<file path="config.mk">
export PLATFORM = sky130hd
export DESIGN_NAME = multiplicacao_booth
export DESIGN_NICKNAME = d
export VERILOG_FILES = /design/src/rtl/multiplicacao_booth_pkg.sv /design/src/rtl/multiplicacao_booth_step.sv /design/src/rtl/multiplicacao_booth.sv
export SDC_FILE = /design/constraint.sdc
export NUM_CORES = 1
export LEC_CHECK = 0
export CORE_UTILIZATION = 40
export CTS_CLUSTER_DIAMETER = 100
export DETAILED_ROUTE_END_ITERATION = 8
export PLACE_DENSITY = 0.72
export SYNTH_ARGS = -nofsm -noshare
export SYNTH_HDL_FRONTEND = slang
export SYNTH_SLANG_ARGS = --single-unit
</file>
<file path="constraint.sdc">
create_clock -name clock -period 4.25 [get_ports clock]
set_input_delay 0.85 -clock clock [delete_from_list [all_inputs] [get_ports clock]]
set_output_delay 0.85 -clock clock [all_outputs]
set_load 0.05 [all_outputs]
</file>
<file path="src/rtl/multiplicacao_booth_pkg.sv">
// Shared types and constants for the Booth multiplier: FSM states, default
// operand width / iteration count, and the sign-extended accumulator type.
package mult_pkg;

  localparam int MULT_WIDTH = 32;
  localparam int MULT_ITER  = 32;

  typedef enum logic [1:0] {
    IDLE = 2'd0,
    RUN  = 2'd1,
    DONE = 2'd2
  } state_t;

  typedef logic signed [MULT_WIDTH:0] acc_t;

endpackage

</file>
<file path="src/rtl/multiplicacao_booth_step.sv">
// One radix-2 Booth iteration: conditional add/sub of M into A, then an
// arithmetic right shift of the combined {A,Q,Q_1} register. Purely combinational.
module booth_step
  import mult_pkg::*;
#(
  parameter int WIDTH = MULT_WIDTH
) (
  input  logic signed [WIDTH:0]   i_a,
  input  logic        [WIDTH-1:0] i_q,
  input  logic                    i_q1,
  input  logic signed [WIDTH-1:0] i_m,
  output logic signed [WIDTH:0]   o_a,
  output logic        [WIDTH-1:0] o_q,
  output logic                    o_q1
);

  logic signed [WIDTH:0] w_m_ext;
  logic signed [WIDTH:0] w_sum;

  // The extra accumulator bit keeps A - (-2^(WIDTH-1)) representable.
  assign w_m_ext = {i_m[WIDTH-1], i_m};

  always_comb begin
    w_sum = i_a;
    case ({i_q[0], i_q1})
      2'b01:   w_sum = i_a + w_m_ext;
      2'b10:   w_sum = i_a - w_m_ext;
      default: w_sum = i_a;
    endcase
  end

  assign o_a  = w_sum >>> 1;
  assign o_q  = {w_sum[0], i_q[WIDTH-1:1]};
  assign o_q1 = i_q[0];

endmodule

</file>
<file path="src/rtl/multiplicacao_booth.sv">
// Sequential signed radix-2 Booth multiplier, one iteration per falling clock edge.
// Optional macro MULT_EARLY_TERM_EN: a zero operand skips the iterations.
module multiplicacao_booth
  import mult_pkg::*;
#(
  parameter int WIDTH = MULT_WIDTH,
  parameter int ITER  = MULT_ITER
) (
  input  logic             clock,
  input  logic             reset,
  input  logic [WIDTH-1:0] Multiplicando,
  input  logic [WIDTH-1:0] Multiplicador,
  input  logic             multIn,
  output logic [WIDTH-1:0] Hi,
  output logic [WIDTH-1:0] Lo,
  output logic             multOut,
  output logic             busy
);

  localparam int CNT_W = $clog2(ITER + 1);

  state_t                   r_state, w_state_n;
  logic signed [WIDTH:0]    r_a, w_a_n;
  logic        [WIDTH-1:0]  r_q, w_q_n;
  logic                     r_q1, w_q1_n;
  logic signed [WIDTH-1:0]  r_m, w_m_n;
  logic        [CNT_W-1:0]  r_cnt, w_cnt_n;
  logic        [WIDTH-1:0]  r_hi, w_hi_n;
  logic        [WIDTH-1:0]  r_lo, w_lo_n;
  logic                     r_done, w_done_n;
  logic                     r_busy, w_busy_n;

  logic signed [WIDTH:0]    w_a_step;
  logic        [WIDTH-1:0]  w_q_step;
  logic                     w_q1_step;

  booth_step #(.WIDTH(WIDTH)) u_step (
    .i_a  (r_a),
    .i_q  (r_q),
    .i_q1 (r_q1),
    .i_m  (r_m),
    .o_a  (w_a_step),
    .o_q  (w_q_step),
    .o_q1 (w_q1_step)
  );

  always_ff @(negedge clock or negedge reset) begin
    if (!reset) begin
      r_state <= IDLE;
      r_a     <= '0;
      r_q     <= '0;
      r_q1    <= 1'b0;
      r_m     <= '0;
      r_cnt   <= '0;
      r_hi    <= '0;
      r_lo    <= '0;
      r_done  <= 1'b0;
      r_busy  <= 1'b0;
    end else begin
      r_state <= w_state_n;
      r_a     <= w_a_n;
      r_q     <= w_q_n;
      r_q1    <= w_q1_n;
      r_m     <= w_m_n;
      r_cnt   <= w_cnt_n;
      r_hi    <= w_hi_n;
      r_lo    <= w_lo_n;
      r_done  <= w_done_n;
      r_busy  <= w_busy_n;
    end
  end

  always_comb begin
    w_state_n = r_state;
    w_a_n     = r_a;
    w_q_n     = r_q;
    w_q1_n    = r_q1;
    w_m_n     = r_m;
    w_cnt_n   = r_cnt;
    w_hi_n    = r_hi;
    w_lo_n    = r_lo;
    w_done_n  = 1'b0;
    w_busy_n  = r_busy;

    case (r_state)
      IDLE: begin
        if (multIn) begin
          w_m_n    = $signed(Multiplicando);
          w_q_n    = Multiplicador;
          w_a_n    = '0;
          w_q1_n   = 1'b0;
          w_cnt_n  = CNT_W'(ITER);
          w_busy_n = 1'b1;
`ifdef MULT_EARLY_TERM_EN
          // A zero product is {A,Q} = 0, so DONE can publish it directly.
          if (Multiplicando == '0 || Multiplicador == '0) begin
            w_q_n     = '0;
            w_state_n = DONE;
          end else begin
            w_state_n = RUN;
          end
`else
          w_state_n = RUN;
`endif
        end
      end

      RUN: begin
        w_a_n   = w_a_step;
        w_q_n   = w_q_step;
        w_q1_n  = w_q1_step;
        w_cnt_n = r_cnt - 1'b1;
        if (r_cnt == CNT_W'(1)) begin
          w_state_n = DONE;
        end
      end

      DONE: begin
        // After ITER shifts the full product sits in {A[WIDTH-1:0], Q}.
        w_hi_n    = r_a[WIDTH-1:0];
        w_lo_n    = r_q;
        w_done_n  = 1'b1;
        w_busy_n  = 1'b0;
        w_state_n = IDLE;
      end

      default: begin
        w_state_n = IDLE;
        w_busy_n  = 1'b0;
      end
    endcase
  end

  assign Hi      = r_hi;
  assign Lo      = r_lo;
  assign multOut = r_done;
  assign busy    = r_busy;

endmodule

</file>
# Yosys cells after proc, flatten, opt, wreduce, memory -nomap -nowiden
# Index checks and enable logic that the tools add are counted.
dict set report classes {
  n_addsub 3
  eq_ne 7
  muxes 15
  bitwise 1
  reduce_logical 6
}
# cell n
set ops {}
lappend ops {{33-bit one-hot mux with 2 select lines} 2}
lappend ops {{32-bit one-hot mux with 2 select lines} 1}
lappend ops {{33-bit by 32-bit adder with 33-bit output} 1}
lappend ops {{33-bit 2-to-1 mux} 1}
lappend ops {{33-bit by 32-bit subtractor with 33-bit output} 1}
lappend ops {{32-bit 2-to-1 mux} 1}
lappend ops {{6-bit one-hot mux with 2 select lines} 1}
lappend ops {{2-bit AND reduction} 4}
lappend ops {{6-bit by 1-bit == test with 1-bit output, second input constant} 1}
lappend ops {{6-bit 2-to-1 mux} 1}
lappend ops {{6-bit by 1-bit subtractor with 6-bit output, second input constant} 1}
lappend ops {{2-bit by 1-bit == test with 1-bit output, second input constant} 2}
lappend ops {{2-bit == test, second input constant} 2}
lappend ops {{2-bit 2-to-1 mux} 2}
lappend ops {{2-bit != test, second input constant} 2}
lappend ops {{1-bit one-hot mux with 2 select lines} 2}
lappend ops {{2-bit one-hot mux with 2 select lines} 1}
lappend ops {{1-bit 2-to-1 mux} 3}
lappend ops {{2-bit logical NOT} 1}
lappend ops {{2-bit nonzero test} 1}
lappend ops {{1-bit NOT} 1}
dict set report word_totals {
  ff_bits 172
  input_bits 67
  output_inout_bits 66
  elab_cells 42
}

# Depth between registers and ports, before layout
# Gate-level depths: netlist of run 1.
dict set report logic_depth {
  depth_word 3
  ltp_mapped 19
  depth_no_buf 18
}

# Cells and area by module
# From an unflattened synthesis of run 1, not the netlist that was laid out.
dict set report hier_totals {
  cells_unflattened 1145
  hier_area_um2 9902.0
}
# mod instances cells_each area_each_um2 seq_area_each_um2
set by_module_without_submodules {}
lappend by_module_without_submodules {multiplicacao_booth 1 662 6737.7 4304.1}
lappend by_module_without_submodules {booth_step 1 483 3164.3 0.0}

==> metrics, run 1 <==
outcome=finished clean; hold crit path type=flip-flop to flip-flop; max_cap viols=0; Crit Path Category=flip-flop to primary output; gpl congestion=0.907; fmax=252 MHz; DRC=0; CP arrival=3.16 ns; Slew Limit Fails=0; Tot GR Track Use=0.206; Buf/Inv on CP=1; Power Dens Cells=956 nW/um^2; Top Family by Delay on Critical Path=flip-flops; num rows=55; Syn Inst Count=988; total number of H-tree levels=4; post-layout min period=4.01 ns; layout cells sized above 1=0.195; Wirelength per Cell=16.6 um; Tightest Pin Transition=0.931 ns; IO Port Bufs=132; routed wire length=23500 um; Post-synth top flop=dfrtn_1; Tcrit/Tclk final=0.945; CTS Buf Count=17; cts hold-fix bufs=0; endpoint type of the worst setup path=primary output; root buf cell=clkbuf_16; Die Wd=155 um; core box area=22700 um^2; Compound-Gate Fraction of Synth Area=0.150; Post-Synthesis Cell Area=9320 um^2; share of power burned in registers=0.249; Static Leak=5.67 nW; first-pass GRT wire length=38900 um; CP startpoint kind=flip-flop; Worst path slowest cell=dfrtn_1; CP required=3.40 ns; total congestion overflow=0; Psw=5.47 mW; final core occ=0.547; antenna cells=0; ANT nets after route=0; WL met3=1940 um; number of library cell types mapped by synthesis=62; Post-synth EDFFs=0; Starting DRT DRC Count=552; max layer used=met4; full die area=23900 um^2; 1st-pass router iterations=5; die height=155 um; Internal=6.42 mW; commonest cells after routing, fill and taps aside=nand2_1 (185), dfrtn_1 (171), buf_12 (74), clkdlybuf4s50_1 (65), mux2_2 (63); unrepaired setup endpoints after global routing=no; worst vdd ir=0.431 mV; dpl hpwl=17000 um; vias=7739; number of synthesized register bits=171; sequential element share of the synthesized area=0.459; CTS Sinks=171; Area Growth Syn to Fin=33.5%; CP peak stage delay=0.48 ns; clock skew=0.00752 ns; largest net degree at the start of global routing=67; combinational family with the most area after synthesis=simple AND/OR/NAND/NOR gates; vias per inst=5.47; xor/xnor share of the synthesized area=0.0527; metal2 WL=10900 um; Clock transition at path regs=0.05 ns; mux contribution to synthesized area=0.0860; Mapped Avg Cell Area=9.43 um^2; Top Ports=133; simple-gate share of the synthesized area=0.167; Setup violations, final=0; relative slew slack=0.379; total power=11.9 mW; wire length on met1=10300 um; Final Hold Fails=0; clock power share=0.129; Comb power frac=0.622; number of global-route vias before repair=7745; Synth Area in Adders=0.0505; CP max FO=2; Synth warnings=0; CTS tree=built; most common cell after layout, fill and taps aside=nand2_1; CTS Buffer Depth=2; syn_nets=1092; initial antenna violation count=2; Final nets=1221; Initial Utilization=0.410; Clock Latency Late Sink=0.41 ns; Async SR Flop Fraction=1.00; critical path, cell by cell=buf_12; sw frac=0.460
## logic make-up (layout without fill, tap and decap cells)
family | after synthesis | count (layout)
AND/OR/NAND/NOR | 344 | 344
AO/OA/AOI/OAI | 223 | 223
flip-flops | 171 | 171
buffers and inverters | 85 | 227
multiplexers | 72 | 72
XOR/XNOR | 56 | 56
adder cells (fa/ha/maj) | 37 | 37
## power groups by stage
stage	clock network [mW]	logic, mW	registers [mW]
CTS	1.56	7.33	2.96
detailed placement	0	7.29	2.97
global placement	0	7.13	2.96
finish	1.54	7.39	2.96
floorplan	0	5.09	3.08
global route	1.64	8.20	3.04
## timing repair
item,4_1_cts,5_1_grt
buffers inserted,0,1
setup endpoints to repair,0,3
resized for setup,0,2
## area by class of cell
type,count,area (um^2)
fill,1945,10300
multi-input combinational,732,4740
sequential,171,4280
timing repair buffer,172,2380
clock buffer,20,457
tap,285,357
clock inverter,12,126
inverter,23,86.3
## per-stage QoR
step	std cells	setup TNS (ns)	instance area (um^2)	hold slack, ns	setup slack, ns
3_3_place_gp	1382	0	11800	0.412	0.0206
4_1_cts	1414	0	12400	0.417	0.176
6_report	1415	0	12400	0.420	0.236
5_1_grt	1415	0	12400	0.450	0.0356
2_1_floorplan	988	0	9320	0.381	0.337
3_5_place_dp	1382	-0.271	11800	0.416	-0.0286
## synthesized netlist by cell type (4+ instances only)
cell type / count / share of area
nand2_1: 186 / 0.075
dfrtn_1: 171 / 0.46
mux2_2: 63 / 0.076
clkbuf_1: 57 / 0.023
a21oi_1: 56 / 0.030
nand3_1: 48 / 0.026
xnor2_1: 48 / 0.045
nor2_1: 44 / 0.018
o21ai_0: 37 / 0.020
ha_1: 36 / 0.048
a22oi_1: 31 / 0.025
o21ai_1: 24 / 0.013
inv_1: 23 / 0.0093
a31oi_1: 18 / 0.012
a21o_1: 14 / 0.011
nor3_1: 14 / 0.0075
nand4_1: 13 / 0.0087
o211ai_1: 10 / 0.0081
mux2i_1: 8 / 0.0086
xor2_1: 8 / 0.0075
and3_1: 7 / 0.0047
nor2b_1: 6 / 0.0040
buf_1: 4 / 0.0016
nand2b_1: 4 / 0.0027
o21bai_1: 4 / 0.0032
## flip-flops by register name, indices dropped and copies added (netlist names)
register / cells
Hi: 32
Lo: 32
r_a: 32
r_m: 32
r_q: 32
r_cnt: 6
r_state: 2
busy: 1
multOut: 1
r_q1: 1
## metal layers
| metal | up-vias | GRT usage |
|---|---|---|
| met2 | 217 | 0.331 |
| met5 | - | 0 |
| li1 | 3749 | - |
| met3 | 28 | 0.0700 |
| met1 | 3745 | 0.258 |
| met4 | 0 | 0.0688 |
## path summary, 6_finish.rpt
check / slack [ns] / from / cells past startpoint / endpoint
worst max-delay path: 0.24 / Hi[1]$_DFFE_NN0P_ / 1 / Hi[1]
worst min-delay path: 0.42 / r_cnt[5]$_DFFE_NN0P_ / 1 / r_cnt[5]$_DFFE_NN0P_
worst max register to register: 0.27 / r_m[1]$_DFFE_NN0P_ / 16 / r_a[29]$_DFFE_NN0P_
worst min register to register: 0.42 / r_cnt[5]$_DFFE_NN0P_ / 1 / r_cnt[5]$_DFFE_NN0P_
max in group asynchronous: 1.26 / reset / 2 / r_a[6]$_DFFE_NN0P_
min in group asynchronous: 2.36 / reset / 1 / Lo[6]$_DFFE_NN0P_
Power figures use the tool's default switching activity.
==> run 2, diff against run 1 <==
--- a/config.mk
+++ b/config.mk
@@ -8,7 +8,8 @@
 export CORE_UTILIZATION = 40
 export CTS_CLUSTER_DIAMETER = 100
 export DETAILED_ROUTE_END_ITERATION = 8
-export PLACE_DENSITY = 0.72
+export PLACE_DENSITY = 0.74
 export SYNTH_ARGS = -nofsm -noshare
 export SYNTH_HDL_FRONTEND = slang
+export SYNTH_HIERARCHICAL = 1
 export SYNTH_SLANG_ARGS = --single-unit
==> constraint.sdc (replaced) <==
create_clock -name clock -period 3.5 [get_ports clock]
set_input_delay 0.7 -clock clock [delete_from_list [all_inputs] [get_ports clock]]
set_output_delay 0.7 -clock clock [all_outputs]
set_load 0.05 [all_outputs]
==> run 2 against run 1 <==
The run now ends with negative setup slack left. Critical path depth up 17. First-iteration DRC count is 16% higher. Sequential cell count rose by 1. Non-clock buffer count is 136 higher. Via count increased by 19%. Final area grew 16%. Clock skew is 0.0030 ns higher. Synthesized cell count increased by 16%. Global-route usage rose by 1.5 points. Setup slack got worse by 0.95 ns. Count of clock-buffer cells in the layout decreased by 3. Critical path type is now flip-flop to flip-flop. Largest cell class unchanged. Highest routed layer is now met5.
==> metrics, run 2 <==
number of library cell types mapped by synthesis=70; Die Wd=159 um; Final Hold Fails=0; Mapped Avg Cell Area=8.65 um^2; critical path, cell by cell=or3_4 > or3_4 > nor3_4 > buf_6 > and3_4 > buf_6 > a21oi_2 > xnor2_2 > ha_1 > nand4_1 > nor3_2 > nand2_1 > o211ai_1 > a211oi_2 > o31a_2 > o21bai_1 > o2111a_1 > a22o_1; Wirelength per Cell=17.0 um; layout cells sized above 1=0.274; fmax=237 MHz; fillers=1955; first-pass GRT wire length=44900 um; Async SR Flop Fraction=1.00; Starting DRT DRC Count=639; Syn Inst Count=1145; Initial Utilization=0.407; CTS tree=built; routed wire length=29200 um; top cells by count, synth=nand2_1 (374), dfrtn_1 (172), o21ai_0 (51); setup slack at placement=-0.549 ns; most common cell in the netlist=nand2_1; Setup violations, final=32; total number of H-tree levels=4; CTS Sinks=172; DP Area=13000 um^2; outcome=finished, violations left; commonest cells after routing, fill and taps aside=nand2_1 (372), dfrtn_1 (172), buf_4 (152), buf_12 (73), clkdlybuf4s50_1 (64); top cells by area, synth=dfrtn_1 (43%), nand2_1 (14%), ha_1 (4.5%), mux2i_1 (3.8%), xnor2_1 (3.8%); CTS Buffer Depth=2; ANT nets after route=0; Crit Path Category=flip-flop to flip-flop; initial antenna violation count=2; final core occ=0.591; number of global-route vias before repair=8821; Final nets=1488; largest net degree at the start of global routing=65; Slew Limit Fails=0; 1st-pass router iterations=5; Post-Synthesis Cell Area=9900 um^2; antenna cells=0; vias per inst=5.36; num rows=57; Tightest Pin Transition=0.777 ns; dpl hpwl=19400 um; syn_nets=1249; most common cell after layout, fill and taps aside=nand2_1; endpoint type of the worst setup path=flip-flop; Tcrit/Tclk final=1.20; CTS Buf Count=17; die height=159 um; Top Family by Delay on Critical Path=simple AND/OR/NAND/NOR gates; Tot GR Track Use=0.220; unrepaired setup endpoints after global routing=yes; sequential element share of the synthesized area=0.435; root buf cell=clkbuf_16; total congestion overflow=0; worst setup margin=-0.717 ns; number of synthesized register bits=172; vias=9212; Clock Latency Late Sink=0.41 ns; Top reg by flops=r_a; Post-synth EDFFs=0; Post-synth top flop=dfrtn_1; Synth area leader=dfrtn_1; Clock transition at path regs=0.05 ns; CP peak stage delay=0.39 ns; full die area=25400 um^2; clock skew=0.0105 ns; post-route design area=14400 um^2; Synth warnings=6; cts hold-fix bufs=0; DRC=0; IO Port Bufs=132; hold crit path type=flip-flop to flip-flop; Multi-input gate area=5530 um^2; relative slew slack=0.481; Buf/Inv on CP=2; core box area=24300 um^2; CP arrival=6.22 ns; Worst path slowest cell=or3_4; Yosys top cell area share=0.435; CP startpoint kind=flip-flop; max_cap viols=0; Storage cell area=4300 um^2; Top Ports=133; gpl congestion=0.932; failing checks=negative setup slack; CP max FO=5; Largest register FFs=33; post-layout min period=4.22 ns; Area Growth Syn to Fin=45.1%; CP required=5.51 ns
run 2: cell count changes after synthesis, sizes merged, moves of 34 or more:
cell and delta:
nand2 +188, buf +67, mux2 -63, clkbuf -42
nand3 -39, a22o +34
run 2: layer usage:
layer / wire (um) / track usage
met1: 12200 / 0.287
met2: 13900 / 0.358
met3: 2150 / 0.0583
met4: 950 / 0.0682
met5: 23 / 0
run 2: path summary, 6_finish.rpt:
path | from | end | slack, ns | depth (start not counted)
worst min-delay path | r_cnt[5]$_DFFE_NN0P_ | r_cnt[5]$_DFFE_NN0P_ | 0.42 | 1
worst max register to register | r_m[4]$_DFFE_NN0P_ | r_a[32]$_DFFE_NN0P_ | -0.72 | 18
worst min register to register | r_cnt[5]$_DFFE_NN0P_ | r_cnt[5]$_DFFE_NN0P_ | 0.42 | 1
worst max-delay path | r_m[4]$_DFFE_NN0P_ | r_a[32]$_DFFE_NN0P_ | -0.72 | 18
min in group asynchronous | reset | Hi[7]$_DFFE_NN0P_ | 1.80 | 1
max in group asynchronous | reset | Hi[27]$_DFFE_NN0P_ | 1.07 | 2
run 2: cells by family (layout without fill, tap and decap cells):
| kind of cell | Yosys count | after routing | synth area share |
|---|---|---|---|
| AOI/OAI and AO/OA | 228 | 228 | 0.149 |
| xor gates and xnor gates | 54 | 54 | 0.0478 |
| adders and majority gates | 37 | 37 | 0.0475 |
| buffers and inverters | 115 | 366 | 0.0662 |
| DFF | 172 | 172 | 0.435 |
| muxes | 39 | 39 | 0.0395 |
| and+or+nand+nor | 500 | 500 | 0.215 |
run 2: metrics by stage:
step / cells / TNS [ns] / hold slack, ns
2_1_floorplan: 1145 / -1.89 / 0.377
3_3_place_gp: 1662 / -29.21 / 0.401
3_5_place_dp: 1662 / -32.81 / 0.418
4_1_cts: 1708 / -6.36 / 0.419
5_1_grt: 1720 / -13.13 / 0.439
6_report: 1720 / -9.45 / 0.417
run 2: layout make-up:
class                      instances  share of cell area
multi-input combinational        858               0.385
sequential                       172               0.300
timing repair buffer             308               0.240
clock buffer                      17              0.0296
tap                              324              0.0282
clock inverter                    14              0.0101
inverter                          27             0.00705
run 2: what timing repair did:
action                                 4_1_cts  5_1_grt
endpoints found under the hold margin        0        0
gates resized for setup                     74       56
buffers inserted                            16       16
setup endpoints to repair                   70       60
pin swaps                                   42       56
Power of run 2 is left out: the tool's default activity adds up to more than one toggle a clock period on the data nets, which glitch-free logic cannot reach.
